$ cat src/rtl/axis_gate_controller_pkg.sv
// ---------------------------------------------------------------------------
// axis_gate_controller_pkg
//   Shared definitions for the acquisition-window gate controller: the
//   state encoding, which the status register map also decodes, and its width.
// ---------------------------------------------------------------------------
package axis_gate_controller_pkg;

  localparam int STATE_WIDTH = 3;

  typedef enum logic [STATE_WIDTH-1:0] {
    ST_IDLE  = 3'd0,
    ST_ARMED = 3'd1,
    ST_DELAY = 3'd2,
    ST_OPEN  = 3'd3,
    ST_DONE  = 3'd4
  } gate_state_t;

endpackage

$ cat src/rtl/axis_gate_controller_if.sv
// ---------------------------------------------------------------------------
// axis_gate_controller_if
//   Minimal AXI4-Stream bundle (tdata/tvalid/tready).
//   master : drives tdata/tvalid, receives tready
//   slave  : receives tdata/tvalid, drives tready
// ---------------------------------------------------------------------------
interface axis_gate_controller_if #(
  parameter int DATA_WIDTH = 32
) ();

  logic [DATA_WIDTH-1:0] tdata;
  logic                  tvalid;
  logic                  tready;

  modport master (output tdata, output tvalid, input  tready);
  modport slave  (input  tdata, input  tvalid, output tready);

endinterface

$ cat src/rtl/axis_gate_controller_edge_detector_rise.sv
// ---------------------------------------------------------------------------
// edge_detector_rise
//   Rising-edge detector for a level already synchronous to clk. The previous
//   level is registered; the pulse is combinational, so it is high in the same
//   cycle the input first reads high.
//   clk, rst_n : clock, asynchronous active-low reset
//   din        : level input
//   pulse      : din & ~din_prev
// ---------------------------------------------------------------------------
module edge_detector_rise (
  input  logic clk,
  input  logic rst_n,
  input  logic din,
  output logic pulse
);

  logic din_prev;

  always_ff @(posedge clk or negedge rst_n) begin
    // NOTE: clocked state uses non-blocking assignments so every register
    // samples pre-edge values, independent of block ordering.
    if (!rst_n) din_prev <= 1'b0;
    else        din_prev <= din;
  end

  assign pulse = din & ~din_prev;

endmodule

$ cat src/rtl/axis_gate_controller.sv
// ---------------------------------------------------------------------------
// axis_gate_controller
//   Acquisition-window sequencer on an AXI4-Stream sample path. After arm, it
//   waits for a trigger rising edge, discards cfg_delay beats, passes exactly
//   cfg_length beats and stops. Outside the window input beats are accepted
//   and dropped so the source is never stalled.
//
//   aclk, aresetn          clock, asynchronous active-low reset
//   cfg_delay, cfg_length  window configuration, captured on arm
//   arm, abort             1-cycle control pulses (abort wins)
//   trg_in                 trigger level, synchronous to aclk
//   gate_flag              high exactly while the window is OPEN
//   sts_state, sts_count   current state, beats passed in current/last window
//   s_axis                 sample input stream (slave)
//   m_axis                 gated output stream (master), data passes straight through
// ---------------------------------------------------------------------------
module axis_gate_controller
  import axis_gate_controller_pkg::*;
#(
  parameter int AXIS_TDATA_WIDTH = 32,
  parameter int CNTR_WIDTH       = 32
) (
  input  logic                   aclk,
  input  logic                   aresetn,
  input  logic [CNTR_WIDTH-1:0]  cfg_delay,
  input  logic [CNTR_WIDTH-1:0]  cfg_length,
  input  logic                   arm,
  input  logic                   abort,
  input  logic                   trg_in,
  output logic                   gate_flag,
  output logic [STATE_WIDTH-1:0] sts_state,
  output logic [CNTR_WIDTH-1:0]  sts_count,
  axis_gate_controller_if.slave  s_axis,
  axis_gate_controller_if.master m_axis
);

  gate_state_t           state_q, state_d;
  logic [CNTR_WIDTH-1:0] delay_q, length_q, dly_cnt_q, sts_count_q;
  logic                  trg_edge;
  logic                  drop_beat;
  logic                  xfer;

  edge_detector_rise u_trg_edge (
    .clk   (aclk),
    .rst_n (aresetn),
    .din   (trg_in),
    .pulse (trg_edge)
  );

  assign drop_beat = (state_q == ST_DELAY) && s_axis.tvalid;
  assign xfer      = (state_q == ST_OPEN) && s_axis.tvalid && m_axis.tready;

  // Next-state decode. Delay/length are non-zero whenever DELAY/OPEN is
  // reached, so the "- 1" compares never wrap.
  always_comb begin
    // NOTE: default first so every path assigns state_d and no latch forms.
    state_d = state_q;
    unique case (state_q)
      ST_ARMED: begin
        if (trg_edge) begin
          if (length_q == '0)     state_d = ST_DONE;
          else if (delay_q == '0) state_d = ST_OPEN;
          else                    state_d = ST_DELAY;
        end
      end
      ST_DELAY: begin
        if (drop_beat && (dly_cnt_q == delay_q - CNTR_WIDTH'(1))) state_d = ST_OPEN;
      end
      ST_OPEN: begin
        if (xfer && (sts_count_q == length_q - CNTR_WIDTH'(1))) state_d = ST_DONE;
      end
      default: state_d = state_q;   // IDLE and DONE wait for arm/abort
    endcase
    // Arm overrides any trigger edge in the same cycle; abort overrides arm.
    if (arm)   state_d = ST_ARMED;
    if (abort) state_d = ST_IDLE;
  end

  always_ff @(posedge aclk or negedge aresetn) begin
    // NOTE: only control/config registers live here, no storage arrays, so
    // resetting all of them is cheap and gives a defined power-up window.
    if (!aresetn) begin
      state_q     <= ST_IDLE;
      gate_flag   <= 1'b0;
      delay_q     <= '0;
      length_q    <= '0;
      dly_cnt_q   <= '0;
      sts_count_q <= '0;
    end else begin
      state_q   <= state_d;
      // Registered from next state, so it rises and falls with OPEN itself.
      gate_flag <= (state_d == ST_OPEN);
      if (abort) begin
        // Counters frozen: sts_count reports how far the aborted window got.
      end else if (arm) begin
        delay_q     <= cfg_delay;
        length_q    <= cfg_length;
        dly_cnt_q   <= '0;
        sts_count_q <= '0;
      end else begin
        if (drop_beat) dly_cnt_q   <= dly_cnt_q + CNTR_WIDTH'(1);
        if (xfer)      sts_count_q <= sts_count_q + CNTR_WIDTH'(1);
      end
    end
  end

  // Stream gating: pass-through with back-pressure only while OPEN,
  // otherwise swallow beats so the source never stalls.
  always_comb begin
    s_axis.tready = 1'b1;
    m_axis.tvalid = 1'b0;
    if (state_q == ST_OPEN) begin
      s_axis.tready = m_axis.tready;
      m_axis.tvalid = s_axis.tvalid;
    end
  end

  assign m_axis.tdata = AXIS_TDATA_WIDTH'(s_axis.tdata);
  assign sts_state    = state_q;
  assign sts_count    = sts_count_q;

endmodule

$ cat src/flat_wrapper.sv
// flat-port wrapper written by rule: the top's interface ports become plain ports
module axis_gate_controller_flat import axis_gate_controller_pkg::*;
#(
  parameter int AXIS_TDATA_WIDTH = 32,
  parameter int CNTR_WIDTH       = 32
)
  (aclk, aresetn, cfg_delay, cfg_length, arm, abort, trg_in, gate_flag, sts_state, sts_count, s_axis_tdata, s_axis_tvalid, s_axis_tready, m_axis_tdata, m_axis_tvalid, m_axis_tready);
  axis_gate_controller_if #(.DATA_WIDTH(32)) s_axis_i ();
  axis_gate_controller_if #(.DATA_WIDTH(32)) m_axis_i ();
  input  logic aclk;
  input  logic aresetn;
  input  logic [CNTR_WIDTH-1:0] cfg_delay;
  input  logic [CNTR_WIDTH-1:0] cfg_length;
  input  logic arm;
  input  logic abort;
  input  logic trg_in;
  output logic gate_flag;
  output logic [STATE_WIDTH-1:0] sts_state;
  output logic [CNTR_WIDTH-1:0] sts_count;
  input wire logic [$bits(s_axis_i.tdata)-1:0] s_axis_tdata;
  input wire logic [$bits(s_axis_i.tvalid)-1:0] s_axis_tvalid;
  output wire logic [$bits(s_axis_i.tready)-1:0] s_axis_tready;
  output wire logic [$bits(m_axis_i.tdata)-1:0] m_axis_tdata;
  output wire logic [$bits(m_axis_i.tvalid)-1:0] m_axis_tvalid;
  input wire logic [$bits(m_axis_i.tready)-1:0] m_axis_tready;
  assign s_axis_i.tdata = s_axis_tdata;
  assign s_axis_i.tvalid = s_axis_tvalid;
  assign s_axis_tready = s_axis_i.tready;
  assign m_axis_tdata = m_axis_i.tdata;
  assign m_axis_tvalid = m_axis_i.tvalid;
  assign m_axis_i.tready = m_axis_tready;
  axis_gate_controller #(.AXIS_TDATA_WIDTH(AXIS_TDATA_WIDTH), .CNTR_WIDTH(CNTR_WIDTH)) u_core (.aclk(aclk), .aresetn(aresetn), .cfg_delay(cfg_delay), .cfg_length(cfg_length), .arm(arm), .abort(abort), .trg_in(trg_in), .gate_flag(gate_flag), .sts_state(sts_state), .sts_count(sts_count), .s_axis(s_axis_i), .m_axis(m_axis_i));
endmodule
$ cat config.mk
export PLATFORM = sky130hd
export DESIGN_NAME = axis_gate_controller_flat
export DESIGN_NICKNAME = d
export VERILOG_FILES = /design/src/rtl/axis_gate_controller_pkg.sv /design/src/rtl/axis_gate_controller_if.sv /design/src/rtl/axis_gate_controller_edge_detector_rise.sv /design/src/rtl/axis_gate_controller.sv /design/src/flat_wrapper.sv
export SDC_FILE = /design/constraint.sdc
export NUM_CORES = 1
export LEC_CHECK = 0
export ABC_AREA = 1
export CAP_MARGIN = 10
export CORE_ASPECT_RATIO = 1.4
export CORE_MARGIN = 5
export CORE_UTILIZATION = 40
export DETAILED_ROUTE_END_ITERATION = 7
export SYNTH_ARGS = -nofsm -noshare
export SYNTH_HDL_FRONTEND = slang
export SYNTH_HIERARCHICAL = 1
export SYNTH_SLANG_ARGS = --single-unit
$ cat constraint.sdc
create_clock -name aclk -period 3.4 [get_ports aclk]
set_input_delay 0.68 -clock aclk [delete_from_list [all_inputs] [get_ports aclk]]
set_output_delay 0.68 -clock aclk [all_outputs]
set_load 0.01 [all_outputs]
==> flow_summary.toml <==
[run_status]
outcome = "complete, no violations"

[power_and_ir_drop]
p_leak_uw = 0.00499
ir_drop_uv = 364
power_density_nw_per_um2 = 413
p_total_uw = 4620

[worst_setup_path]
critical-path-slowest-cell = "nor2_1"
cp_cell_sequence = "nor2_1 > inv_1 > nor2_1 > nand2_1 > xnor2_1 > nand2_1 > nor2_1 > nand2_1 > nor2_1 > nand3_1 > nand2_1 > nand3_1 > nand2_1 > nor2_1"
r2r_start = "u_core/length_q[4]"
crit_family = "simple AND/OR/NAND/NOR gates"
crit_type = "reg2reg"
max_stage_delay_ns = 0.50
crit_required_ns = 3.71
cp.arrival_ns = 3.06
start_kind = "flop"
critical_path.max_fanout = 6
end_kind = "flop"
timing.critical_path.from = "u_core/length_q[4]"
critPathBufInv = 1

[route]
dr.pass1.iters = 5
routed_via_density = 5.16
vias = 9092
drcViolationCount = 0
totalWireLength_um = 30200
drtIter0Drc = 606
drt-wirelength-per-cell_um = 17.1
antenna_left = 0

[place]
dp_hpwl_um = 23600
dp.cells = 1731
place.gp.congestion = 0.922
port_buffers = 108

[floorplanning]
design.core.area_um2 = 23200
io_pins = 173
die_width_um = 139
design.die.area_um2 = 26600
rows = 66
dieHeight_um = 191
start_util_pct = 40.4

[synthesis]
synth-edff-count = 0
synth_nets = 1472
syn_area_um2 = 9370
yosys_warnings = 6
syn_avg_cell_area_um2 = 6.86
synthCells = 1365
postSynth.asyncResetShare_pct = 100
synth_seq_area_share_pct = 35.5
synth_flop_cell = "dfrtp_1"
synth_cell_types = 45
synth-seq-cells = 133

[final_layout]
drive_gt1_share_pct = 6.79
final_cell_mix = "447 x nand2_1, 179 x nor2_1, 133 x dfrtp_1, 123 x inv_1, 107 x clkdlybuf4s50_1"
post-route-util_pct = 48.2
mostFrequentLayoutCell = "nand2_1"
nNetsFinal = 1551
final_cells = 1763
area_growth_syn_to_layout_pct = 19.4
antenna_cells = 0

[sta]
post-route-min-period_ns = 2.75
skew_ns = 0.0131
whs_ns = 0.297
fmax_ghz = 0.364
rsz0062_at_grt = "no"
post-route-period-util_pct = 80.8
worst_pin_slew_ns = 0.920
drv_slew = 0
hold_viol = 0
tns_ns = 0
setup_viol = 0
slew_headroom_pct = 38.7

[flow_run]
cap_violations = 0

[clock_tree]
ctsResizeCount = 0
hold_buffers = 0
cts_max_level = 4
numClockSinks = 133
cts_buffer_depth = 2
clock-root-buffer = "clkbuf_16"
cts.clk_slew.worst_paths_ns = 0.07
postCtsSetupBuffers = 0
cts_tree = "done"
cts_made_buffers = 17
insertion_delay_ns = 0.43

[global_routing]
grt_pass1_wl_um = 47800
grt_start_max_net_pins = 93
grt_pass1_vias = 9162
track_usage_pct = 22.8
antenna_found_initial = 1
grt-ovfl-total = 0

[min_path]
hold_class = "in2async"
state kept, by name, indices dropped and copies added, names as in the netlist:
| name | cells |
|---|---|
| u_core/dly_cnt_q | 32 |
| u_core/gate_flag | 1 |
| u_core/length_q | 32 |
| u_core/delay_q | 32 |
| u_core/sts_state | 3 |
| u_core/sts_count | 32 |
| u_core/u_trg_edge/din_prev | 1 |
kinds of logic after synthesis:
group	count (synthesis)	synth area share, %
xor gates and xnor gates	93	8.84
AOI/OAI and AO/OA	123	7.58
DFF	133	35.5
and+or+nand+nor	815	38.2
buffers and inverters	197	9.28
adders and majority gates	4	0.534
metrics by stage:
step	instance area (µm²)	setup slack (ns)
4_1_cts	11200	0.645
3_3_place_gp	10600	0.501
3_5_place_dp	10600	0.501
5_1_grt	11200	0.506
6_report	11200	0.652
2_1_floorplan	9370	1.36
power by group:
part	total, µW	internal [µW]	switching (µW)
registers	1850	1690	154
clock network	1880	1130	756
logic	890	357	533
total	4620	3180	1440
cell type report:
type | count | area [µm²]
fill | 2365 | 12000
clock inverter | 13 | 146
timing repair buffer | 119 | 1180
inverter | 138 | 518
sequential | 133 | 3330
clock buffer | 19 | 453
tap | 306 | 383
multi-input combinational | 1035 | 5180
cells in the mapped netlist (20+ instances only):
master / number / area share (%)
clkbuf_1: 22 / 0.88
nand4_1: 29 / 1.9
o31ai_1: 20 / 1.6
nor2_1: 180 / 7.2
nand3_1: 51 / 2.7
dfrtp_1: 133 / 36
o21ai_0: 39 / 2.1
xor2_1: 52 / 4.9
xnor2_1: 40 / 3.7
nand2_1: 447 / 18
inv_1: 123 / 4.9
nor3_1: 46 / 2.5
buf_4: 32 / 2.6
a21oi_1: 37 / 2.0
final timing paths:
check | endpoint | slack, ns | cells past startpoint
max | u_core/gate_flag | 0.65 | 14
min | u_core/sts_count[9] | 0.30 | 1
max reg2reg | u_core/gate_flag | 0.65 | 14
min reg2reg | u_core/dly_cnt_q[31] | 0.49 | 1
max in group asynchronous | u_core/dly_cnt_q[15] | 2.34 | 2
min in group aclk | u_core/dly_cnt_q[31] | 0.49 | 1
routing by layer:
layer  global-route usage [%]  vias to the layer above  wire [µm]  share of wire (%)
li1                         -                     4495          -                  -
met1                     22.9                     4311      11000                 36
met2                     45.2                      217      16800                 56
met3                     3.55                       67       1080                3.6
met4                     11.3                        2       1320                4.4
met5                        0                        -         12              0.040
Note: power is estimated with default switching activity, not from simulation.
